## src/rtl/mem_ctrl_pkg.sv

```systemverilog
// Shared types and constants for the byte-serial memory controller:
// FSM states, access size codes and the IO region marker.
package mem_ctrl_pkg;

  typedef enum logic [2:0] {
    IDLE   = 3'd0,
    IFETCH = 3'd1,
    LOAD   = 3'd2,
    STORE  = 3'd3,
    DONE   = 3'd4
  } state_e;

  localparam logic [1:0] BYTE = 2'b00;
  localparam logic [1:0] HALF = 2'b01;
  localparam logic [1:0] WORD = 2'b10;

  localparam logic [1:0] IO_MASK_DEF = 2'b11;

  // Size code 11 is not a legal access; it is widened to a word.
  function automatic logic [2:0] byte_count(input logic [1:0] size);
    case (size)
      BYTE:    return 3'd1;
      HALF:    return 3'd2;
      default: return 3'd4;
    endcase
  endfunction

endpackage

```

## src/rtl/mem_ctrl_if.sv

```systemverilog
// Request/response and RAM-bus bundle between the controller, its clients
// (ICache fetch port, LSB load/store port) and the 8-bit RAM/IO bus.
interface mem_ctrl_if;
  // Handshake: pc_flag / ls_flag are level requests held by the client until
  // the matching one-cycle done pulse (ins_flag / ls_done); the client must
  // drop the flag in the pulse cycle, during which the controller ignores it.
  logic [31:0] pc;
  logic        pc_flag;
  logic [31:0] ins;
  logic        ins_flag;
  logic [31:0] ls_addr;
  logic        ls_flag;
  logic        ls_wr;
  logic [1:0]  ls_size;
  logic [31:0] ls_wdata;
  logic [31:0] ls_rdata;
  logic        ls_done;
  logic [7:0]  mem_din;
  logic [7:0]  mem_dout;
  logic [31:0] mem_a;
  logic        mem_wr;
  logic        io_buffer_full;

  modport slave (
    input  pc, pc_flag, ls_addr, ls_flag, ls_wr, ls_size, ls_wdata,
           mem_din, io_buffer_full,
    output ins, ins_flag, ls_rdata, ls_done, mem_dout, mem_a, mem_wr
  );

  modport master (
    output pc, pc_flag, ls_addr, ls_flag, ls_wr, ls_size, ls_wdata,
           mem_din, io_buffer_full,
    input  ins, ins_flag, ls_rdata, ls_done, mem_dout, mem_a, mem_wr
  );
endinterface

```

## src/rtl/mem_ctrl.sv

```systemverilog
// Arbitrates ICache fetches and LSB loads/stores onto a single-port 8-bit
// RAM bus, one byte per cycle, and returns assembled little-endian data.
module mem_ctrl
  import mem_ctrl_pkg::*;
#(
  parameter logic [1:0] IO_MASK = IO_MASK_DEF
) (
  input  logic       clk,
  input  logic       rst,
  input  logic       rdy,
  input  logic       clr,
  mem_ctrl_if.slave  bus,
  output state_e     dbg_state
);

  state_e      state_q, state_d;
  logic [2:0]  cnt_q, cnt_d;
  logic [2:0]  nbytes_q, nbytes_d;
  logic [31:0] addr_q, addr_d;
  logic [31:0] wdata_q, wdata_d;
  logic [31:0] buf_q, buf_d;
  logic [31:0] ins_q, ins_d;
  logic        ins_flag_q, ins_flag_d;
  logic [31:0] rdata_q, rdata_d;
  logic        done_q, done_d;
  logic [31:0] mem_a_q, mem_a_d;
  logic [7:0]  mem_dout_q, mem_dout_d;
  logic        mem_wr_q, mem_wr_d;
  logic        rdy_q;
  logic [7:0]  din_hold_q;
  logic [7:0]  din_eff;
  logic [1:0]  cap_lane, nxt_lane;
  logic [2:0]  cnt_inc;
  logic        store_stall, accept_stall;

  // A freeze leaves mem_a parked, so the byte owed to the pending capture is
  // only on mem_din during the first frozen cycle; keep it for the resume.
  always_ff @(posedge clk or posedge rst) begin
    if (rst) begin
      rdy_q      <= 1'b1;
      din_hold_q <= 8'd0;
    end else begin
      rdy_q <= rdy;
      if (rdy_q && !rdy) din_hold_q <= bus.mem_din;
    end
  end

  assign din_eff      = rdy_q ? bus.mem_din : din_hold_q;
  assign cnt_inc      = cnt_q + 3'd1;
  assign cap_lane     = 2'(cnt_q - 3'd1);
  assign nxt_lane     = 2'(cnt_inc);
  assign store_stall  = (addr_q[17:16] == IO_MASK) && bus.io_buffer_full;
  assign accept_stall = (bus.ls_addr[17:16] == IO_MASK) && bus.io_buffer_full;

  always_comb begin
    state_d    = state_q;
    cnt_d      = cnt_q;
    nbytes_d   = nbytes_q;
    addr_d     = addr_q;
    wdata_d    = wdata_q;
    buf_d      = buf_q;
    ins_d      = ins_q;
    ins_flag_d = 1'b0;
    rdata_d    = rdata_q;
    done_d     = 1'b0;
    mem_a_d    = mem_a_q;
    mem_dout_d = mem_dout_q;
    mem_wr_d   = 1'b0;
    case (state_q)
      IDLE: begin
        if (!clr && bus.ls_flag) begin
          state_d    = bus.ls_wr ? STORE : LOAD;
          addr_d     = bus.ls_addr;
          wdata_d    = bus.ls_wdata;
          nbytes_d   = byte_count(bus.ls_size);
          cnt_d      = 3'd0;
          buf_d      = 32'd0;
          mem_a_d    = bus.ls_addr;
          mem_dout_d = bus.ls_wdata[7:0];
          mem_wr_d   = bus.ls_wr && !accept_stall;
        end else if (!clr && bus.pc_flag) begin
          state_d  = IFETCH;
          addr_d   = bus.pc;
          nbytes_d = 3'd4;
          cnt_d    = 3'd0;
          buf_d    = 32'd0;
          mem_a_d  = bus.pc;
        end
      end
      IFETCH, LOAD: begin
        if (clr) begin
          state_d = IDLE;
        end else begin
          // cnt counts issued addresses; data for issue k lands one cycle later.
          if (cnt_q != 3'd0) buf_d = buf_q | ({24'd0, din_eff} << {cap_lane, 3'b000});
          if (cnt_q == nbytes_q) begin
            state_d = DONE;
            if (state_q == IFETCH) begin
              ins_d      = buf_d;
              ins_flag_d = 1'b1;
            end else begin
              rdata_d = buf_d;
              done_d  = 1'b1;
            end
          end else begin
            cnt_d = cnt_inc;
            if (cnt_inc < nbytes_q) mem_a_d = addr_q + 32'(cnt_inc);
          end
        end
      end
      STORE: begin
        if (mem_wr_q) begin
          if (cnt_q == nbytes_q - 3'd1) begin
            state_d = DONE;
            done_d  = 1'b1;
          end else begin
            cnt_d      = cnt_inc;
            mem_a_d    = addr_q + 32'(cnt_inc);
            mem_dout_d = 8'(wdata_q >> {nxt_lane, 3'b000});
            mem_wr_d   = !store_stall;
          end
        end else begin
          mem_wr_d = !store_stall;
        end
      end
      DONE:    state_d = IDLE;
      default: state_d = IDLE;
    endcase
  end

  always_ff @(posedge clk or posedge rst) begin
    if (rst) begin
      state_q    <= IDLE;
      cnt_q      <= 3'd0;
      nbytes_q   <= 3'd0;
      addr_q     <= 32'd0;
      wdata_q    <= 32'd0;
      buf_q      <= 32'd0;
      ins_q      <= 32'd0;
      ins_flag_q <= 1'b0;
      rdata_q    <= 32'd0;
      done_q     <= 1'b0;
      mem_a_q    <= 32'd0;
      mem_dout_q <= 8'd0;
      mem_wr_q   <= 1'b0;
    end else if (rdy) begin
      state_q    <= state_d;
      cnt_q      <= cnt_d;
      nbytes_q   <= nbytes_d;
      addr_q     <= addr_d;
      wdata_q    <= wdata_d;
      buf_q      <= buf_d;
      ins_q      <= ins_d;
      ins_flag_q <= ins_flag_d;
      rdata_q    <= rdata_d;
      done_q     <= done_d;
      mem_a_q    <= mem_a_d;
      mem_dout_q <= mem_dout_d;
      mem_wr_q   <= mem_wr_d;
    end
  end

  assign bus.ins      = ins_q;
  assign bus.ins_flag = ins_flag_q;
  assign bus.ls_rdata = rdata_q;
  assign bus.ls_done  = done_q;
  assign bus.mem_a    = mem_a_q;
  assign bus.mem_dout = mem_dout_q;
  assign bus.mem_wr   = mem_wr_q & rdy;
  assign dbg_state    = state_q;

endmodule

```

## src/flat_wrapper.sv

```systemverilog
// flat-port wrapper written by rule: the top's interface ports become plain ports
module mem_ctrl_flat import mem_ctrl_pkg::*;
#(
  parameter logic [1:0] IO_MASK = IO_MASK_DEF
)
  (clk, rst, rdy, clr, dbg_state, bus_pc, bus_pc_flag, bus_ls_addr, bus_ls_flag, bus_ls_wr, bus_ls_size, bus_ls_wdata, bus_mem_din, bus_io_buffer_full, bus_ins, bus_ins_flag, bus_ls_rdata, bus_ls_done, bus_mem_dout, bus_mem_a, bus_mem_wr);
  mem_ctrl_if bus_i ();
  input  logic clk;
  input  logic rst;
  input  logic rdy;
  input  logic clr;
  output state_e dbg_state;
  input wire logic [$bits(bus_i.pc)-1:0] bus_pc;
  input wire logic [$bits(bus_i.pc_flag)-1:0] bus_pc_flag;
  input wire logic [$bits(bus_i.ls_addr)-1:0] bus_ls_addr;
  input wire logic [$bits(bus_i.ls_flag)-1:0] bus_ls_flag;
  input wire logic [$bits(bus_i.ls_wr)-1:0] bus_ls_wr;
  input wire logic [$bits(bus_i.ls_size)-1:0] bus_ls_size;
  input wire logic [$bits(bus_i.ls_wdata)-1:0] bus_ls_wdata;
  input wire logic [$bits(bus_i.mem_din)-1:0] bus_mem_din;
  input wire logic [$bits(bus_i.io_buffer_full)-1:0] bus_io_buffer_full;
  output wire logic [$bits(bus_i.ins)-1:0] bus_ins;
  output wire logic [$bits(bus_i.ins_flag)-1:0] bus_ins_flag;
  output wire logic [$bits(bus_i.ls_rdata)-1:0] bus_ls_rdata;
  output wire logic [$bits(bus_i.ls_done)-1:0] bus_ls_done;
  output wire logic [$bits(bus_i.mem_dout)-1:0] bus_mem_dout;
  output wire logic [$bits(bus_i.mem_a)-1:0] bus_mem_a;
  output wire logic [$bits(bus_i.mem_wr)-1:0] bus_mem_wr;
  assign bus_i.pc = bus_pc;
  assign bus_i.pc_flag = bus_pc_flag;
  assign bus_i.ls_addr = bus_ls_addr;
  assign bus_i.ls_flag = bus_ls_flag;
  assign bus_i.ls_wr = bus_ls_wr;
  assign bus_i.ls_size = bus_ls_size;
  assign bus_i.ls_wdata = bus_ls_wdata;
  assign bus_i.mem_din = bus_mem_din;
  assign bus_i.io_buffer_full = bus_io_buffer_full;
  assign bus_ins = bus_i.ins;
  assign bus_ins_flag = bus_i.ins_flag;
  assign bus_ls_rdata = bus_i.ls_rdata;
  assign bus_ls_done = bus_i.ls_done;
  assign bus_mem_dout = bus_i.mem_dout;
  assign bus_mem_a = bus_i.mem_a;
  assign bus_mem_wr = bus_i.mem_wr;
  mem_ctrl #(.IO_MASK(IO_MASK)) u_core (.clk(clk), .rst(rst), .rdy(rdy), .clr(clr), .bus(bus_i), .dbg_state(dbg_state));
endmodule
```

## config.mk

```make
export PLATFORM = sky130hd
export DESIGN_NAME = mem_ctrl_flat
export DESIGN_NICKNAME = d
export VERILOG_FILES = /design/src/rtl/mem_ctrl_pkg.sv /design/src/rtl/mem_ctrl_if.sv /design/src/rtl/mem_ctrl.sv /design/src/flat_wrapper.sv
export SDC_FILE = /design/constraint.sdc
export NUM_CORES = 1
export LEC_CHECK = 0
export CAP_MARGIN = 5
export CORE_MARGIN = 2
export CORE_UTILIZATION = 25
export CTS_CLUSTER_DIAMETER = 40
export CTS_CLUSTER_SIZE = 24
export DETAILED_ROUTE_END_ITERATION = 10
export PLACE_DENSITY = 0.54
export SLEW_MARGIN = 10
export SYNTH_ARGS = -nofsm -noshare
export SYNTH_HDL_FRONTEND = slang
export SYNTH_SLANG_ARGS = --single-unit
```

## constraint.sdc

```tcl
create_clock -name clk -period 24.5 [get_ports clk]
set_clock_uncertainty 0.15 [all_clocks]
set_input_delay 6.125 -clock clk [delete_from_list [all_inputs] [get_ports clk]]
set_output_delay 6.125 -clock clk [all_outputs]
set_load 0.01 [all_outputs]
```

==> metrics <==
Max H-tree Level=2; count of input and output buffers=223; Mapped Cells=1001; fmax=0.0711 GHz; number of synthesized flops with an enable pin=0; final setup TNS=0 ns; fill count=4267; Num CTS Buffers=44; Synth Flop Type=dfrtp_1; Synth async-reset ratio=100%; Synth Net Count=1125; slowest stage delay, CP=0.83 ns; Post-route DRC=0; dpl cell area=13300 µm²; DR pass1 iterations=5; nets@finish=1346; Max VDD drop=0.0000667 V; Die ar.=43600 µm²; crit path cell chain=clkdlybuf4s50_1, and2_1, clkdlybuf4s50_1; Worst path most repeated cell=clkdlybuf4s50_1; postcts setup bufs=0; pins over their slew limit=0; Rows=75; Remaining Overflow, GRT=0; synth top area cells=dfrtp_1 (52%), mux2_2 (7.3%), mux2i_1 (6.0%); drt first-iter violations=464; IO Pins=224; CTS tree=built; Hold-fix buffers, CTS=0; crit path time final=14.07 ns; Core ar.=41700 µm²; Synth Cell Area=10500 µm²; wire per inst=17.0 µm; syn_area_per_cell=10.5 µm²; initial antenna violation count=4; Final Cell Area=14800 µm²; clock latency on the worst-skew pair=0.55 ns; crit share post-route=57.4%; first-pass GRT wire length=48.8 mm; DRT Wirelength=30.6 mm; worst path required time=18.23 ns; sequential area share after synthesis=52.7%; die height=209 µm; DP HPWL=20.9 mm; cell taking the most area after synthesis=dfrtp_1; fraction of layout cells with a size suffix above 1=14.1%; Synth Register Bits=221; via/cell ratio=4.65; outcome=finished clean; Setup CP Type=input port to primary output; Routed Antenna Nets=0; Reg clk slew, reported paths=0.05 ns; number of global-route vias before repair=8531; Warnings, synthesis=0; Clock Tree Root=clkbuf_16; Syn-to-layout area delta=40.7%; Die Wd=209 µm; relative max-transition margin=26.9%; Finish-stage setup viols=0; Resize count post-CTS=0; leakage power=6.10 nW; initial core utilization=25.2%; GRT Overall Usage=14.3%; RSZ-0062 raised after global routing=false; crit path max-delay cell type=clkdlybuf4s50_1; Critical Path Fanout Max=14; max cap viols=0; worst-margin pin slew=1.10 ns; pwr/cell area=128 nW/µm²; DR vias=8354; largest net degree at the start of global routing=85; # clock sinks=221; GP Congestion=0.753; CP arrival=7.79 ns; crit start category=input port; Cell variety after synth=59; Final Hold Vio Count=0; Clock Path Buffers=3; area share of the largest cell type after synthesis=52.4%; Hold Crit Class=flip-flop to flip-flop; critical path capture point type=primary output
routing by layer:
layer	vias up	routed length, µm	GRT usage (%)
met5	-	13	0
met4	2	1000	6.28
met3	55	1790	3.86
met2	208	13800	22.0
met1	4067	14000	18.8
li1	4022	-	-
metrics by stage:
step / power (mW) / setup WS, ns / cells / utilization (%) / hold slack [ns]
2_1_floorplan: 1.02 / 11.67 / 1001 / - / 0.301
3_3_place_gp: 1.29 / 10.43 / 1715 / 31.9 / 0.311
3_5_place_dp: 1.30 / 10.45 / 1715 / 31.9 / 0.319
4_1_cts: 1.93 / 10.44 / 1794 / 35.4 / 0.330
5_1_grt: 2.04 / 10.35 / 1797 / 35.5 / 0.347
6_report: 1.90 / 10.43 / 1797 / 35.5 / 0.324
cell families (layout without fill, tap and decap cells):
family | count (synthesis) | in the layout | share of synthesized area [%]
simple gates | 265 | 265 | 11.7
compound gates | 256 | 256 | 13.8
flops | 221 | 221 | 52.7
mux | 142 | 142 | 15.4
buf+inv | 91 | 345 | 3.65
xor+xnor | 16 | 16 | 1.47
fa+ha+maj | 10 | 10 | 1.26
other cells | 0 | 3 | 0
cell type report:
| cell class | count | area (µm²) | area share (%) |
|---|---|---|---|
| Clock inverter | 26 | 332 | 2.24 |
| Tap cell | 539 | 674 | 4.57 |
| Multi-Input combinational cell | 689 | 4620 | 31.3 |
| Clock buffer | 53 | 1150 | 7.82 |
| Sequential cell | 221 | 5530 | 37.4 |
| Inverter | 30 | 120 | 0.813 |
| Antenna cell | 3 | 7.51 | 0.0508 |
| Timing Repair Buffer | 236 | 2330 | 15.8 |
synth_stat cells, types with 2 or more instances:
| cell type | count |
|---|---|
| nand2b_1 | 4 |
| nand3b_1 | 2 |
| buf_1 | 7 |
| a211oi_1 | 2 |
| a31oi_1 | 5 |
| or4_1 | 3 |
| or2_2 | 3 |
| o31ai_1 | 14 |
| mux2_2 | 68 |
| nand3_1 | 12 |
| o21ai_0 | 88 |
| xnor2_1 | 6 |
| nor3_1 | 9 |
| nand4_1 | 8 |
| dfrtp_1 | 220 |
| buf_2 | 20 |
| inv_1 | 30 |
| and3_1 | 2 |
| mux2i_1 | 63 |
| mux4_2 | 8 |
| a22oi_1 | 4 |
| clkbuf_1 | 29 |
| mux2_1 | 2 |
| xor2_1 | 9 |
| buf_4 | 4 |
| or3_1 | 3 |
| and2_1 | 9 |
| o211ai_1 | 10 |
| nor4_1 | 8 |
| nor2_1 | 89 |
| a21oi_1 | 109 |
| ha_1 | 9 |
| nor3b_1 | 3 |
| o2111ai_1 | 2 |
| nor2b_1 | 5 |
| nand2_1 | 94 |
| o31a_1 | 11 |
| and4_1 | 6 |
critical path, delay by kind of cell:
family	cells	cell delay, ns
buffers and inverters	2	1.44
and+or+nand+nor	1	0.22
where the power goes:
group	switching (mW)	leakage [nW]	internal [mW]
Clock	0.207	0.732	0.401
Combinational	0.350	2.57	0.331
Sequential	0.105	2.79	0.504
state kept, by name, indices dropped and copies added (netlist names), 3 cells and up:
| signal | cells |
|---|---|
| u_core.bus.mem_dout | 8 |
| u_core.dbg_state | 3 |
| u_core.bus.mem_a | 32 |
| u_core.nbytes_q | 3 |
| u_core.addr_q | 32 |
| u_core.bus.ins | 32 |
| u_core.din_hold_q | 8 |
| u_core.wdata_q | 32 |
| u_core.cnt_q | 3 |
| u_core.buf_q | 32 |
| u_core.bus.ls_rdata | 32 |
final timing paths:
path / startpoint / cells after the start / endpoint / slack, ns
min in group asynchronous: rst / 2 / u_core.bus.mem_a[24] / 5.90
max: rdy / 3 / bus_mem_wr / 10.43
min reg2reg: u_core.bus.ins[10] / 2 / u_core.bus.ins[10] / 0.32
min: u_core.bus.ins[10] / 2 / u_core.bus.ins[10] / 0.32
max reg2reg: u_core.cnt_q[0] / 9 / u_core.bus.mem_a[22] / 19.48
max in group asynchronous: rst / 4 / u_core.wdata_q[2] / 16.05
placed cells by master, fill, tap and decap left out, drive strengths merged, types with 3 or more instances in the layout:
master	n
clkdlybuf4s50	223
dfrtp	220
a21oi	109
nand2	94
nor2	89
o21ai	89
mux2	71
mux2i	63
clkbuf	53
inv	37
o31ai	14
buf	13
nand3	12
clkinv	12
o31a	11
o211ai	10
nor3	10
and2	9
xor2	9
ha	9
nand4	9
nor4	8
mux4	8
xnor2	6
and4	6
bufinv	6
a31oi	5
nor2b	5
nand2b	4
a22oi	4
or3	4
diode	3
or2	3
nor3b	3
or4	3
No activity file was read; power rests on OpenSTA's default activity.
